<file path="src/rtl/sys_arr_ctrl.sv">
// rtl/sys_arr_ctrl.sv - sequencing controller for an N x N FP32 systolic MAC array
//
// Job flow: IDLE -> LOAD (N weight rows) -> STREAM (k_len input vectors)
//           -> FLUSH (2N-2+DSP_LAT pipeline drain cycles) -> DRAIN (N result rows) -> DONE.
// Optional macro SYS_ARR_ERR_EN: when defined, err is a sticky record of arr_err
// collected while data is moving through the array; when undefined, err is tied low.

module sys_arr_ctrl #(
  parameter int N       = 4,
  parameter int K_W     = 8,
  parameter int DSP_LAT = 4
) (
  input  logic                 clk,
  input  logic                 rst,
  input  logic                 start,
  input  logic [K_W-1:0]       k_len,
  input  logic                 w_valid,
  output logic                 w_ready,
  input  logic                 x_valid,
  output logic                 x_ready,
  output logic                 out_valid,
  input  logic                 out_ready,
  output logic                 load_w,
  output logic                 in_shift,
  output logic                 acc_clr,
  output logic [$clog2(N)-1:0] out_row,
  input  logic [1:0]           arr_err,
  output logic [1:0]           err,
  output logic                 busy,
  output logic                 done
);

  // Cycles needed for the last input to skew through the array and leave the MAC pipeline.
  localparam int FLUSH_LEN = 2 * N - 2 + DSP_LAT;
  localparam int CW_N      = $clog2(N + 1);
  localparam int CW_F      = $clog2(FLUSH_LEN + 1);
  localparam int CW_NF     = (CW_N > CW_F) ? CW_N : CW_F;
  // One shared phase counter, wide enough for the weight, vector and flush counts.
  localparam int CNT_W     = (K_W > CW_NF) ? K_W : CW_NF;
  localparam int ROW_W     = $clog2(N);

  typedef enum logic [2:0] {
    IDLE   = 3'd0,
    LOAD   = 3'd1,
    STREAM = 3'd2,
    FLUSH  = 3'd3,
    DRAIN  = 3'd4,
    DONE   = 3'd5
  } state_t;

  state_t           state, nxt;
  logic [CNT_W-1:0] cnt;
  logic [K_W-1:0]   k_lat;
  logic [ROW_W-1:0] row_q;
  logic             accept;
  logic             cnt_inc;
  logic             row_last;

  // A job is accepted only from IDLE and only with a non-zero vector count.
  assign accept   = (state == IDLE) && start && (k_len != '0);
  assign row_last = (row_q == ROW_W'(N - 1));
  assign out_row  = row_q;
  assign busy     = (state != IDLE);

  // State register; reset abandons any job in flight.
  always_ff @(posedge clk or posedge rst) begin
    if (rst) state <= IDLE;
    else     state <= nxt;
  end

  // Next-state decode and array strobes; ready outputs depend only on state.
  always_comb begin
    nxt       = state;
    w_ready   = 1'b0;
    x_ready   = 1'b0;
    load_w    = 1'b0;
    in_shift  = 1'b0;
    out_valid = 1'b0;
    acc_clr   = 1'b0;
    done      = 1'b0;
    cnt_inc   = 1'b0;
    case (state)
      IDLE: begin
        // Gate with rst so no strobe escapes while reset is held.
        if (accept && !rst) begin
          acc_clr = 1'b1;
          nxt     = LOAD;
        end
      end
      LOAD: begin
        w_ready = 1'b1;
        load_w  = w_valid;
        cnt_inc = w_valid;
        if (w_valid && (cnt == CNT_W'(N - 1))) nxt = STREAM;
      end
      STREAM: begin
        x_ready  = 1'b1;
        in_shift = x_valid;
        cnt_inc  = x_valid;
        if (x_valid && (cnt == CNT_W'(k_lat) - CNT_W'(1))) nxt = FLUSH;
      end
      FLUSH: begin
        in_shift = 1'b1;
        cnt_inc  = 1'b1;
        if (cnt == CNT_W'(FLUSH_LEN - 1)) nxt = DRAIN;
      end
      DRAIN: begin
        out_valid = 1'b1;
        if (out_ready && row_last) nxt = DONE;
      end
      DONE: begin
        done = 1'b1;
        nxt  = IDLE;
      end
      default: nxt = IDLE;
    endcase
  end

  // Phase counter: restarts on every state change, otherwise counts accepted beats.
  always_ff @(posedge clk or posedge rst) begin
    if (rst)                cnt <= '0;
    else if (nxt != state)  cnt <= '0;
    else if (cnt_inc)       cnt <= cnt + CNT_W'(1);
  end

  // Latch the vector count with the accepted start; later starts cannot disturb it.
  always_ff @(posedge clk or posedge rst) begin
    if (rst)         k_lat <= '0;
    else if (accept) k_lat <= k_len;
  end

  // Result row index advances only on an accepted row, so backpressure holds it.
  always_ff @(posedge clk or posedge rst) begin
    if (rst)                                  row_q <= '0;
    else if (state != DRAIN)                  row_q <= '0;
    else if (out_ready)                       row_q <= row_last ? '0 : row_q + ROW_W'(1);
  end

`ifdef SYS_ARR_ERR_EN
  logic [1:0] err_q;

  // Sticky error capture while operands are in the array; a new job starts clean.
  always_ff @(posedge clk or posedge rst) begin
    if (rst)                                        err_q <= 2'b00;
    else if (accept)                                err_q <= 2'b00;
    else if ((state == STREAM) || (state == FLUSH)) err_q <= err_q | arr_err;
  end

  assign err = err_q;
`else
  logic unused_arr_err;

  assign unused_arr_err = ^arr_err;
  assign err            = 2'b00;
`endif

endmodule

</file>
<file path="config.mk">
export PLATFORM = sky130hd
export DESIGN_NAME = sys_arr_ctrl
export DESIGN_NICKNAME = d
export VERILOG_FILES = /design/src/rtl/sys_arr_ctrl.sv
export SDC_FILE = /design/constraint.sdc
export NUM_CORES = 1
export LEC_CHECK = 0
export ABC_AREA = 1
export CAP_MARGIN = 10
export CORE_MARGIN = 2
export CORE_UTILIZATION = 30
export DETAILED_ROUTE_END_ITERATION = 8
export SYNTH_ARGS = -nofsm -noshare
export SYNTH_HDL_FRONTEND = slang
export SYNTH_SLANG_ARGS = --single-unit
</file>
<file path="constraint.sdc">
create_clock -name clk -period 2.1 [get_ports clk]
set_clock_uncertainty 0.15 [all_clocks]
set_input_delay 0.525 -clock clk [delete_from_list [all_inputs] [get_ports clk]]
set_output_delay 0.525 -clock clk [all_outputs]
set_load 0.02 [all_outputs]
</file>
Word level (Yosys, flattened, before mapping). Cells that the tools add are included.

Register bits: 21. Bits of input ports: 16. Output and inout bits: 12. Word-level logic and storage cells: 50.

$add $sub $neg: 3. Eq/ne operators: 11. Muxes and demuxes: 20. Reduce and logical (&&, ||, !) cells: 12.

Operator list (count): 2-to-1 mux 8 bit (2); 2-to-1 mux 3 bit (5); one-hot mux 3 bit (5 select lines) (1); adder 8 x 1 -> 8 bit (second input constant) (1); equality test 8 x 2 -> 1 bit (second input constant) (1); equality test 8 x 4 -> 1 bit (second input constant) (1); equality test 8 bit (1); nonzero test 8 bit (1); subtractor 8 x 1 -> 8 bit (second input constant) (1); 2-to-1 mux 1 bit (7); equality test 3 x 2 -> 1 bit (second input constant) (2); equality test 3 bit (second input constant) (2); logical AND 1 bit (6); 2-to-1 mux 2 bit (3); nonzero test 2 bit (2); equality test 3 x 1 -> 1 bit (second input constant) (1); zero test 3 bit (1); != test 3 bit (1); != test 3 bit (second input constant) (1); one-hot mux 1 bit (3 select lines) (1); nonzero test 3 bit (1); adder 2 x 1 -> 2 bit (second input constant) (1); equality test 2 bit (second input constant) (1); one-hot mux 1 bit (2 select lines) (1); zero test 1 bit (1).

Depth between registers and ports, before layout.
Word-level depth: 8. Mapped depth: 15. Mapped depth without buffers: 15.

Least setup slack after synthesis. Ideal clock, no wire load.

Path kind: in2out. Start point: input rst. End point: output acc_clr. Arrival: 1.342 ns. Data required time: 1.425 ns. Setup slack: 0.083 ns. Stages: 3. Buffers on the path: 0. Cell sequence: inv_1 > nand3_1 > inv_1.

Cells in the longest elaborated chain, start to end: 4.

RTL lines: start: declaration (RTL line 14) `input logic rst,`; zero test 1 bit (no source line); logical AND 1 bit (RTL line 85) `if (accept && !rst) begin`; 2-to-1 mux 1 bit (RTL line 85); 2-to-1 mux 1 bit (RTL line 82) `case (state)`; end: declaration (RTL line 25) `output logic acc_clr,`.

Every way passes these cells.

Worst setup path after layout.
Start point: register state[0]. End point: output busy.

Cells in the longest elaborated chain, start to end: 1.

RTL lines: start: declaration (RTL line 51) `state_t state, nxt;`; start signal: assignment (RTL line 68) `else state <= nxt;`; nonzero test 3 bit (RTL line 63) `assign busy = (state != IDLE);`; end: declaration (RTL line 29) `output logic busy,`.

Every way passes these cells.

==> metrics <==
status=finished clean; Port Buf Inserts=23; Skew-Pair Late Insertion Delay=0.27 ns; Initial Util=30.65%; post-DR wirelength/cell=10.22 um; fmax=489.4 MHz; H-Tree Depth=1; Async SR Flop Fraction=100.0%; Die ar.=5741 um2; cells after synthesis=223; Worst Hold Class=register to register; worst-path cell chain=nor2_2 > nand2_1 > buf_4 > dlygate4sd2_1; dominant cell type by area after synthesis=dfrtp_1; final setup vio count=0; GPL Wtd Cong=0.8460; Cells on Worst Hold Path=1; data arrival time of the worst path=1.37 ns; area share of the largest cell type after synthesis=34.01%; Total Nets Final=302; final instance area=2208 um2; Critical path buffers and inverters=2; vias in the first global route=1,353; Filler Cell Count=504; Power, Total=2.154 mW; min Tclk post-route=2.043 ns; residual overflow from global routing=0; Main synth FF type=dfrtp_1; pin count of the biggest net entering global routing=22; slowest stage delay, CP=0.40 ns; 1st-iter DRT viols=82; Peak VDD IR=0.3585 mV; Pwr per Cell Area=975.4 nW/um2; CP max-delay cell=dfrtp_1; post-synthesis cell area=1545 um2; post-DR vias/cell=4.248; Max FO, Critical Path=2; area grow syn2layout=42.92%; drt total wl=3587 um; dpl hpwl=2790 um; Crit path max-delay family=buffers and inverters; GRT Total Usage=13.74%; synth unique cells=30; final hold violations=0; Worst setup EP type=output pin; placed cell count=340; reg2reg setup slack=0.15 ns; clock buffer depth=2; RSZ-0062 raised after global routing=yes; initial antenna violation count=0; final std cells w/o fill=351; DP Area=2039 um2; Multi-input gate area=915.9 um2; Clock Sinks=21; number of max-cap violations=0; DRT antenna net count=0; CTS hold repair buffers=0; Die H=75.77 um; Yosys warnings=0; row count=26; share of synthesized area occupied by flip-flops and latches=34.01%; LEAKAGE=1.200 nW; CTS tree=built; Die W=75.77 um; hold path endpoint=k_lat[7]; FF+latch area=525.5 um2; required time of the critical path=1.42 ns; r2r startpoint=k_lat[0]; Pre-Repair DR Iteration Count=4; share of layout cells above drive strength 1=33.10%; Root Buffer=clkbuf_8; CTS buffer count=3; syn avg cell area=6.929 um2; end of the worst register-to-register path=cnt[7]; HP Start=k_lat[7]; IO Pins=28; #FFs+latches synth=21; Startpoint Class=register; global-route wire length before repair=6058 um; WS Path Type=register to output pin; via count=1,491; top post-synthesis cells by area=dfrtp_1 34%, nand2_1 16%, nor2_1 6.8%; DRC errors left=0; fin. max-slew vios=0; Clock Pin Slew Worst Setup and Hold Paths=0.08 ns; minimum hold slack=0.3942 ns; EDFF count, synth=0; core area=5042 um2; Ant. Diodes=0; R2R cell count=14; utilization after layout=43.80%; Tcrit/Tclk final=97.30%
repair_timing:
action,CTS,global route
endpoints found under the hold margin,0,0
resized for setup,16,38
pin swaps,1,13
setup buffers,2,5
endpoints found under the setup margin,8,16
Yosys cell counts, drive strengths merged, types with 2 or more instances:
cell type  number
ha              4
buf             3
nor3            6
mux2            2
inv            36
o21ai           8
nor2           40
a21oi           2
xnor2           2
xor2            6
o211ai          2
nand4           3
nand3          14
nand2          70
dfrtp          21
cell usage in the layout (no fill, tap or decap), types with 4 or more instances in the layout:
master and instances:
o21ai_0 5, nand2_2 4, dlymetal6s2s_1 10, buf_4 34, xor2_1 6, inv_2 14
nand3_2 5, nor3_2 4, nor2_1 24, clkdlybuf4s50_1 5, nand3_1 9, inv_1 22
dfrtp_1 21, nand2_1 64, nor2_2 13
sequential cells by signal (all words and copies together), names as in the netlist:
register	cells
cnt	8
k_lat	8
out_row	2
state	3
report_power, final:
group	internal (mW)	switching [mW]	leakage, nW
logic	0.542	0.702	0.906
registers	0.508	0.123	0.272
clock network	0.134	0.145	0.0217
total	1.18	0.969	1.20
cell type report:
type	instances	area share, %
multi-input cells	163	41.47
flip-flops and latches	21	23.80
repair buffers	57	22.44
inverters	36	6.119
well taps	70	3.966
clock buffers	3	1.870
clock inverters	1	0.3399
cell families (layout without fill, tap and decap cells):
family | after synthesis | count (layout) | synth area share (%)
buffers and inverters | 40 | 97 | 10.69
xor gates and xnor gates | 8 | 8 | 4.535
DFF | 21 | 21 | 34.01
other | 1 | 2 | 0.2427
adders and majority gates | 4 | 4 | 3.239
and+or+nand+nor | 133 | 133 | 39.60
muxes | 3 | 3 | 2.105
AOI/OAI and AO/OA | 13 | 13 | 5.587
metal layers:
layer  vias up  share of wire [%]  track usage (%)
met4         0                1.8            5.263
met3         7                2.1            2.778
li1        794                  -                -
met1       675                 47            18.27
met2        15                 49            21.93
met5         -                  0                0
how the worst max path moves through the flow:
stage                        start      end  cells after the start
final                     state[0]     busy                      4
after global routing       w_valid   cnt[2]                     13
after global placement       start  acc_clr                      6
after floorplan                rst  acc_clr                      3
after CTS                 k_len[3]  acc_clr                      8
after detailed placement  k_len[5]  acc_clr                      8
per-stage QoR:
stage	setup WS (ns)	TNS [ns]
2_1_floorplan	0.08274	0
3_3_place_gp	-0.5995	-3.302
3_5_place_dp	-0.5963	-3.465
4_1_cts	-0.1591	-0.1591
5_1_grt	-0.01291	-0.02555
6_report	0.05662	0
(Power assumes the default switching activity.)
